**src/rtl/muldiv_pkg.sv**
```systemverilog
// Shared definitions for the iterative multiply/divide unit: op encodings,
// FSM state type and small op-decoding helpers.
package muldiv_pkg;

  localparam logic [1:0] OP_MULTU = 2'b00;
  localparam logic [1:0] OP_MULT  = 2'b01;
  localparam logic [1:0] OP_DIVU  = 2'b10;
  localparam logic [1:0] OP_DIV   = 2'b11;

  typedef enum logic [1:0] {
    IDLE = 2'd0,
    CALC = 2'd1,
    FIX  = 2'd2
  } state_t;

  function automatic logic is_signed(input logic [1:0] op);
    return (op == OP_MULT) || (op == OP_DIV);
  endfunction

  function automatic logic is_div(input logic [1:0] op);
    return (op == OP_DIVU) || (op == OP_DIV);
  endfunction

endpackage

```
**src/rtl/muldiv_sign_fix.sv**
```systemverilog
// Combinational conditional two's-complement negation, one independent lane
// per operand so one instance can condition both operands or both results.
module muldiv_sign_fix #(
  parameter int W     = 32,
  parameter int LANES = 1
) (
  input  logic [LANES-1:0][W-1:0] val,
  input  logic [LANES-1:0]        neg,
  output logic [LANES-1:0][W-1:0] res
);

  genvar gi;
  generate
    for (gi = 0; gi < LANES; gi++) begin : g_lane
      assign res[gi] = neg[gi] ? (~val[gi] + W'(1)) : val[gi];
    end
  endgenerate

endmodule

```
**src/rtl/muldiv_seq.sv**
```systemverilog
// Iterative MULT/MULTU/DIV/DIVU unit: sign-magnitude pre-conditioning, WIDTH
// shift-add or restoring-division steps, then a sign-fix cycle into HI/LO.
module muldiv_seq
  import muldiv_pkg::*;
#(
  parameter int  WIDTH = 32,
  localparam int CNT_W = $clog2(WIDTH) + 1
) (
  input  logic             clk,
  input  logic             reset,
  input  logic             start,
  input  logic [1:0]       op,
  input  logic [WIDTH-1:0] A,
  input  logic [WIDTH-1:0] B,
  output logic             busy,
  output logic             done,
  output logic [WIDTH-1:0] hi,
  output logic [WIDTH-1:0] lo,
  output logic             div_zero
);

  localparam logic [CNT_W-1:0] LAST_CNT = CNT_W'(WIDTH - 1);

  state_t               state_reg, state_next;
  logic [CNT_W-1:0]     cnt_reg;
  logic                 div_op_reg;
  logic                 b_zero_reg;
  logic                 neg_lo_reg;
  logic                 neg_hi_reg;
  logic [WIDTH-1:0]     a_orig_reg;
  logic [WIDTH-1:0]     opnd_reg;
  logic [2*WIDTH-1:0]   acc_reg;
  logic [WIDTH-1:0]     rem_reg;
  logic [WIDTH-1:0]     hi_reg, lo_reg;
  logic                 done_reg, div_zero_reg;

  logic [1:0][WIDTH-1:0]   fix_val, fix_res;
  logic [1:0]              fix_neg;
  logic [0:0][2*WIDTH-1:0] prod_val, prod_res;
  logic [0:0]              prod_neg;

  logic                 op_signed, op_div;
  logic [WIDTH:0]       mul_sum;
  logic [2*WIDTH-1:0]   mul_next;
  logic [WIDTH:0]       div_shift;
  logic                 div_ge;
  logic [WIDTH-1:0]     div_rem;
  logic [WIDTH-1:0]     div_quo;

  assign op_signed = is_signed(op);
  assign op_div    = is_div(op);

  // One WIDTH-wide negator is shared: operands while idle, quotient/remainder in FIX.
  always_comb begin
    fix_val = '0;
    fix_neg = '0;
    if (state_reg == FIX) begin
      fix_val[0] = acc_reg[WIDTH-1:0];
      fix_val[1] = rem_reg;
      fix_neg[0] = neg_lo_reg;
      fix_neg[1] = neg_hi_reg;
    end else begin
      fix_val[0] = A;
      fix_val[1] = B;
      fix_neg[0] = op_signed & A[WIDTH-1];
      fix_neg[1] = op_signed & B[WIDTH-1];
    end
  end

  assign prod_val[0] = acc_reg;
  assign prod_neg[0] = neg_lo_reg;

  muldiv_sign_fix #(.W(WIDTH), .LANES(2)) u_fix_w (
    .val (fix_val),
    .neg (fix_neg),
    .res (fix_res)
  );

  muldiv_sign_fix #(.W(2*WIDTH), .LANES(1)) u_fix_2w (
    .val (prod_val),
    .neg (prod_neg),
    .res (prod_res)
  );

  // Multiply: acc = {partial product, remaining multiplier bits}, shifted right.
  assign mul_sum  = {1'b0, acc_reg[2*WIDTH-1:WIDTH]}
                  + (acc_reg[0] ? {1'b0, opnd_reg} : {(WIDTH+1){1'b0}});
  assign mul_next = {mul_sum, acc_reg[WIDTH-1:1]};

  // Divide: dividend bits leave acc MSB-first while quotient bits enter at the LSB.
  assign div_shift = {rem_reg, acc_reg[WIDTH-1]};
  assign div_ge    = (div_shift >= {1'b0, opnd_reg});
  assign div_rem   = div_ge ? (div_shift[WIDTH-1:0] - opnd_reg) : div_shift[WIDTH-1:0];
  assign div_quo   = {acc_reg[WIDTH-2:0], div_ge};

  always_ff @(posedge clk) begin
    if (reset) begin
      state_reg <= IDLE;
    end else begin
      state_reg <= state_next;
    end
  end

  always_comb begin
    state_next = state_reg;
    case (state_reg)
      IDLE:    if (start) state_next = CALC;
      CALC:    if (cnt_reg == LAST_CNT) state_next = FIX;
      FIX:     state_next = IDLE;
      default: state_next = IDLE;
    endcase
  end

  always_comb begin
    busy     = (state_reg != IDLE);
    done     = done_reg;
    hi       = hi_reg;
    lo       = lo_reg;
    div_zero = div_zero_reg;
  end

  always_ff @(posedge clk) begin
    if (reset) begin
      cnt_reg      <= '0;
      div_op_reg   <= 1'b0;
      b_zero_reg   <= 1'b0;
      neg_lo_reg   <= 1'b0;
      neg_hi_reg   <= 1'b0;
      a_orig_reg   <= '0;
      opnd_reg     <= '0;
      acc_reg      <= '0;
      rem_reg      <= '0;
      hi_reg       <= '0;
      lo_reg       <= '0;
      done_reg     <= 1'b0;
      div_zero_reg <= 1'b0;
    end else begin
      done_reg <= 1'b0;
      case (state_reg)
        IDLE: begin
          if (start) begin
            cnt_reg    <= '0;
            div_op_reg <= op_div;
            b_zero_reg <= (B == '0);
            neg_lo_reg <= op_signed & (A[WIDTH-1] ^ B[WIDTH-1]);
            neg_hi_reg <= op_signed & A[WIDTH-1];
            a_orig_reg <= A;
            opnd_reg   <= op_div ? fix_res[1] : fix_res[0];
            acc_reg    <= {{WIDTH{1'b0}}, (op_div ? fix_res[0] : fix_res[1])};
            rem_reg    <= '0;
          end
        end
        CALC: begin
          cnt_reg <= cnt_reg + CNT_W'(1);
          if (div_op_reg) begin
            acc_reg <= {acc_reg[2*WIDTH-1:WIDTH], div_quo};
            rem_reg <= div_rem;
          end else begin
            acc_reg <= mul_next;
          end
        end
        FIX: begin
          done_reg <= 1'b1;
          if (div_op_reg && b_zero_reg) begin
            hi_reg       <= a_orig_reg;
            lo_reg       <= '1;
            div_zero_reg <= 1'b1;
          end else if (div_op_reg) begin
            hi_reg       <= fix_res[1];
            lo_reg       <= fix_res[0];
            div_zero_reg <= 1'b0;
          end else begin
            hi_reg       <= prod_res[0][2*WIDTH-1:WIDTH];
            lo_reg       <= prod_res[0][WIDTH-1:0];
            div_zero_reg <= 1'b0;
          end
        end
        default: ;
      endcase
    end
  end

endmodule

```
**config.mk**
```make
export PLATFORM = sky130hd
export DESIGN_NAME = muldiv_seq
export DESIGN_NICKNAME = d
export VERILOG_FILES = /design/src/rtl/muldiv_pkg.sv /design/src/rtl/muldiv_sign_fix.sv /design/src/rtl/muldiv_seq.sv
export SDC_FILE = /design/constraint.sdc
export NUM_CORES = 1
export LEC_CHECK = 0
export CORE_MARGIN = 5
export CORE_UTILIZATION = 32
export DETAILED_ROUTE_END_ITERATION = 8
export SLEW_MARGIN = 15
export SYNTH_ARGS = -nofsm -noshare
export SYNTH_HDL_FRONTEND = slang
export SYNTH_SLANG_ARGS = --single-unit
```
**constraint.sdc**
```tcl
create_clock -name clk -period 4.6 [get_ports clk]
set_clock_uncertainty 0.05 [all_clocks]
set_input_delay 0.92 -clock clk [delete_from_list [all_inputs] [get_ports clk]]
set_output_delay 0.92 -clock clk [all_outputs]
set_load 0.05 [all_outputs]
```
==> metrics <==
worst hold slack 401 ps; Longest Clk Path Bufs 3; All-Layer GR Usage 0.254; Final Hold Viols 0; critical path required time 5100 ps; top_reg_cell synth dfxtp_1; number of global-route vias before repair 18.7k; Slowest cell on crit path xnor2_1; hold path depth 2; Flop pwr share 0.362; f_max 241 MHz; slew margin rel. 0.161; die height 248 um; diodes inserted 0; final WL 81600 um; Clock power frac 0.401; crit share post-route 0.903; Synth-to-Final Area Change 18.7%; CP Capture Type register; hold crit path type reg2reg; Synth cell types 75; cts hold-fix bufs 0; Storage cell area 4770 um^2; CTS Root Buffer Type clkbuf_16; H-tree levels 1; Pint 4.03 mW; Fin Setup TNS 0 ps; mapped cell area 18200 um^2; largest net degree at the start of global routing 83; GP Congestion 0.997; Clock transition at path regs 80 ps; reg-to-reg setup timing slack 450 ps; per-cell routed wire length 24.7 um; delay of the slowest cell on the worst path 660 ps; IO buf count 135; worst-path cell chain nor2b_4 -> mux2i_1 -> and4b_1 -> a41oi_1 -> xnor2_1 -> mux2i_1 -> a211oi_1 -> buf_4 -> a21oi_1 -> nor2_1; Lkg Pwr 8.60 nW; ys async rst share 0; WS Path Type reg2reg; DR vias 19.8k; Core Rows 87; Post-synth EDFFs 0; area leader, netlist dfxtp_1; fill count 5843; Overflow after GRT 0; Final min period 4150 ps; Tightest Pin Transition 1260 ps; Clk Latency, worst-skew pair 630 ps; max reg flops 64; reg2reg path depth 10; Syn Inst Count 2448; die footprint 61600 um^2; post-synth top area share 0.262; synth warn 0; Worst setup SP type register; count of final max-slew check failures 0; IO Count 136; crit-path max FO 16; First-pass DRT Iterations 6; worst hold endpoint hi[18]$_SDFFE_PP0P_; Max-Cap Viols 0; sequential fraction of the synthesis area 0.262; post-detail-place hpwl 62200 um; cts repair resizes 0; FF+latch count, synth 238; multi-input logic area 12500 um^2; status completed; RSZ-0062 raised after global routing false; Post-CTS Setup Inserts 0; cts bufs inserted 30; post-route ant nets 0; drt drc 0; initial antenna violation count 2; vias per cell 6.00; first-pass GRT wire length 121000 um; HP Start hi[18]$_SDFFE_PP0P_; R2R Path End hi[15]$_SDFFE_PP0P_; mean area per synthesized cell 7.42 um^2; crit-path most repeated cell mux2i_1; Switching Share 0.348; Net Switching 2.15 mW; Critical R2R Launch state_reg[1]$_SDFFE_PP0P_; First DRT Iteration DRCs 2777; CTS Sinks 238; pwr/cell area 287 nW/um^2; CORE AREA 56300 um^2; Starting Density 0.323; # setup viols final 0; die width 248 um; Logic pwr share 0.237; Net count, final 2662; dominant cells by area after synthesis dfxtp_1 26%, mux2i_1 6.6%, nor2_1 6.5%, nand2_1 5.4%, a21oi_1 5.2%; Worst Path Arrival 4660 ps; Post-Synthesis Net Count 2587; Max VDD drop 0.000338 V; share of cells above drive strength 1 0.0774; CTS tree yes
-- worst max-delay path by stage --
stage / start / to / slack (ps) / cells past startpoint
detailed placement: B[0] / hi[15]$_SDFFE_PP0P_ / 290 / 13
global placement: B[0] / hi[15]$_SDFFE_PP0P_ / 400 / 13
finish: state_reg[1]$_SDFFE_PP0P_ / hi[15]$_SDFFE_PP0P_ / 450 / 10
CTS: state_reg[1]$_SDFFE_PP0P_ / hi[15]$_SDFFE_PP0P_ / 580 / 14
global route: acc_reg[31]$_SDFFE_PP0P_ / rem_reg[28]$_SDFFE_PP0P_ / 420 / 13
floorplan: state_reg[0]$_SDFFE_PP0P_ / lo[30]$_SDFFE_PP0P_ / 490 / 17
-- layout make-up --
| class | count | area share |
|---|---|---|
| clock inverters | 16 | 0.00824 |
| clock buffers | 39 | 0.0387 |
| inverters | 63 | 0.0110 |
| multi-input cells | 1958 | 0.578 |
| flip-flops and latches | 238 | 0.221 |
| well taps | 756 | 0.0439 |
| repair buffers | 232 | 0.0984 |
-- critical path, delay by kind of cell, from the launching register on --
family	cells	cell delay, ps
AO/OA/AOI/OAI	3	790
XOR/XNOR	1	660
buffers and inverters	1	200
flip-flops	1	600
multiplexers	2	590
AND/OR/NAND/NOR	3	1190
-- synthesized netlist by cell type, types with 21 or more instances --
library cell	count
nor2_1	315
xnor2_1	97
mux2i_1	119
dfxtp_1	238
o21ai_0	126
o211ai_1	45
inv_1	62
nand2b_1	21
clkbuf_1	157
ha_1	68
nand3_1	45
nand4_1	22
a21o_1	35
a211oi_1	76
nor3_1	71
nand2_1	259
xor2_1	71
a31oi_1	24
a21oi_1	187
o31ai_1	35
-- power by group through the flow --
stage	registers [mW]	clock network, mW	logic (mW)
6_report	2.24	2.48	1.47
5_1_grt	2.25	2.58	1.55
4_1_cts	2.23	2.50	1.42
3_5_place_dp	2.28	0	1.42
3_3_place_gp	2.28	0	1.41
2_1_floorplan	2.21	0	0.897
-- cell families after synthesis --
family                     synth area share
and+or+nand+nor                       0.218
xor gates and xnor gates             0.0810
buffers and inverters                0.0537
AOI/OAI and AO/OA                     0.260
DFF                                   0.262
muxes                                0.0755
adders and majority gates            0.0491
-- per-stage QoR --
step / power, mW / worst slack (ps) / utilization / instances / cell area, um^2
after detailed placement: 3.70 / 286 / 0.365 / 3247 / 20500
final: 6.18 / 447 / 0.383 / 3302 / 21600
after global placement: 3.69 / 398 / 0.365 / 3247 / 20500
after floorplan: 3.11 / 492 / - / 2448 / 18200
after CTS: 6.16 / 583 / 0.383 / 3302 / 21600
after global routing: 6.38 / 420 / 0.383 / 3302 / 21600
-- cells in the final DEF (no fill, tap or decap), types with 17 or more instances in the layout --
cell             instances
clkbuf_16               30
o21bai_1                18
buf_4                   94
nor3_1                  71
nor4_1                  18
nand2b_1                20
clkdlybuf4s50_1        133
nor2_1                 315
a31oi_1                 24
dfxtp_1                235
xnor2_1                 97
o21ai_0                124
inv_1                   62
nand4_1                 22
a21o_1                  35
xor2_1                  71
o211ai_1                45
a211oi_1                74
or3_1                   20
o31ai_1                 35
nor2b_1                 17
ha_1                    68
a21oi_1                186
mux2i_1                119
nand3_1                 45
a22o_1                  18
nand2_1                258
-- metal layers --
layer	up-vias	track usage	part of all wire	wire length [um]
met5	-	0	0.00016	13
met4	2	0.0922	0.043	3490
met3	186	0.0552	0.11	8860
met2	1174	0.368	0.41	33400
met1	9463	0.369	0.44	35800
li1	9002	-	-	-
(Power assumes the default switching activity.)
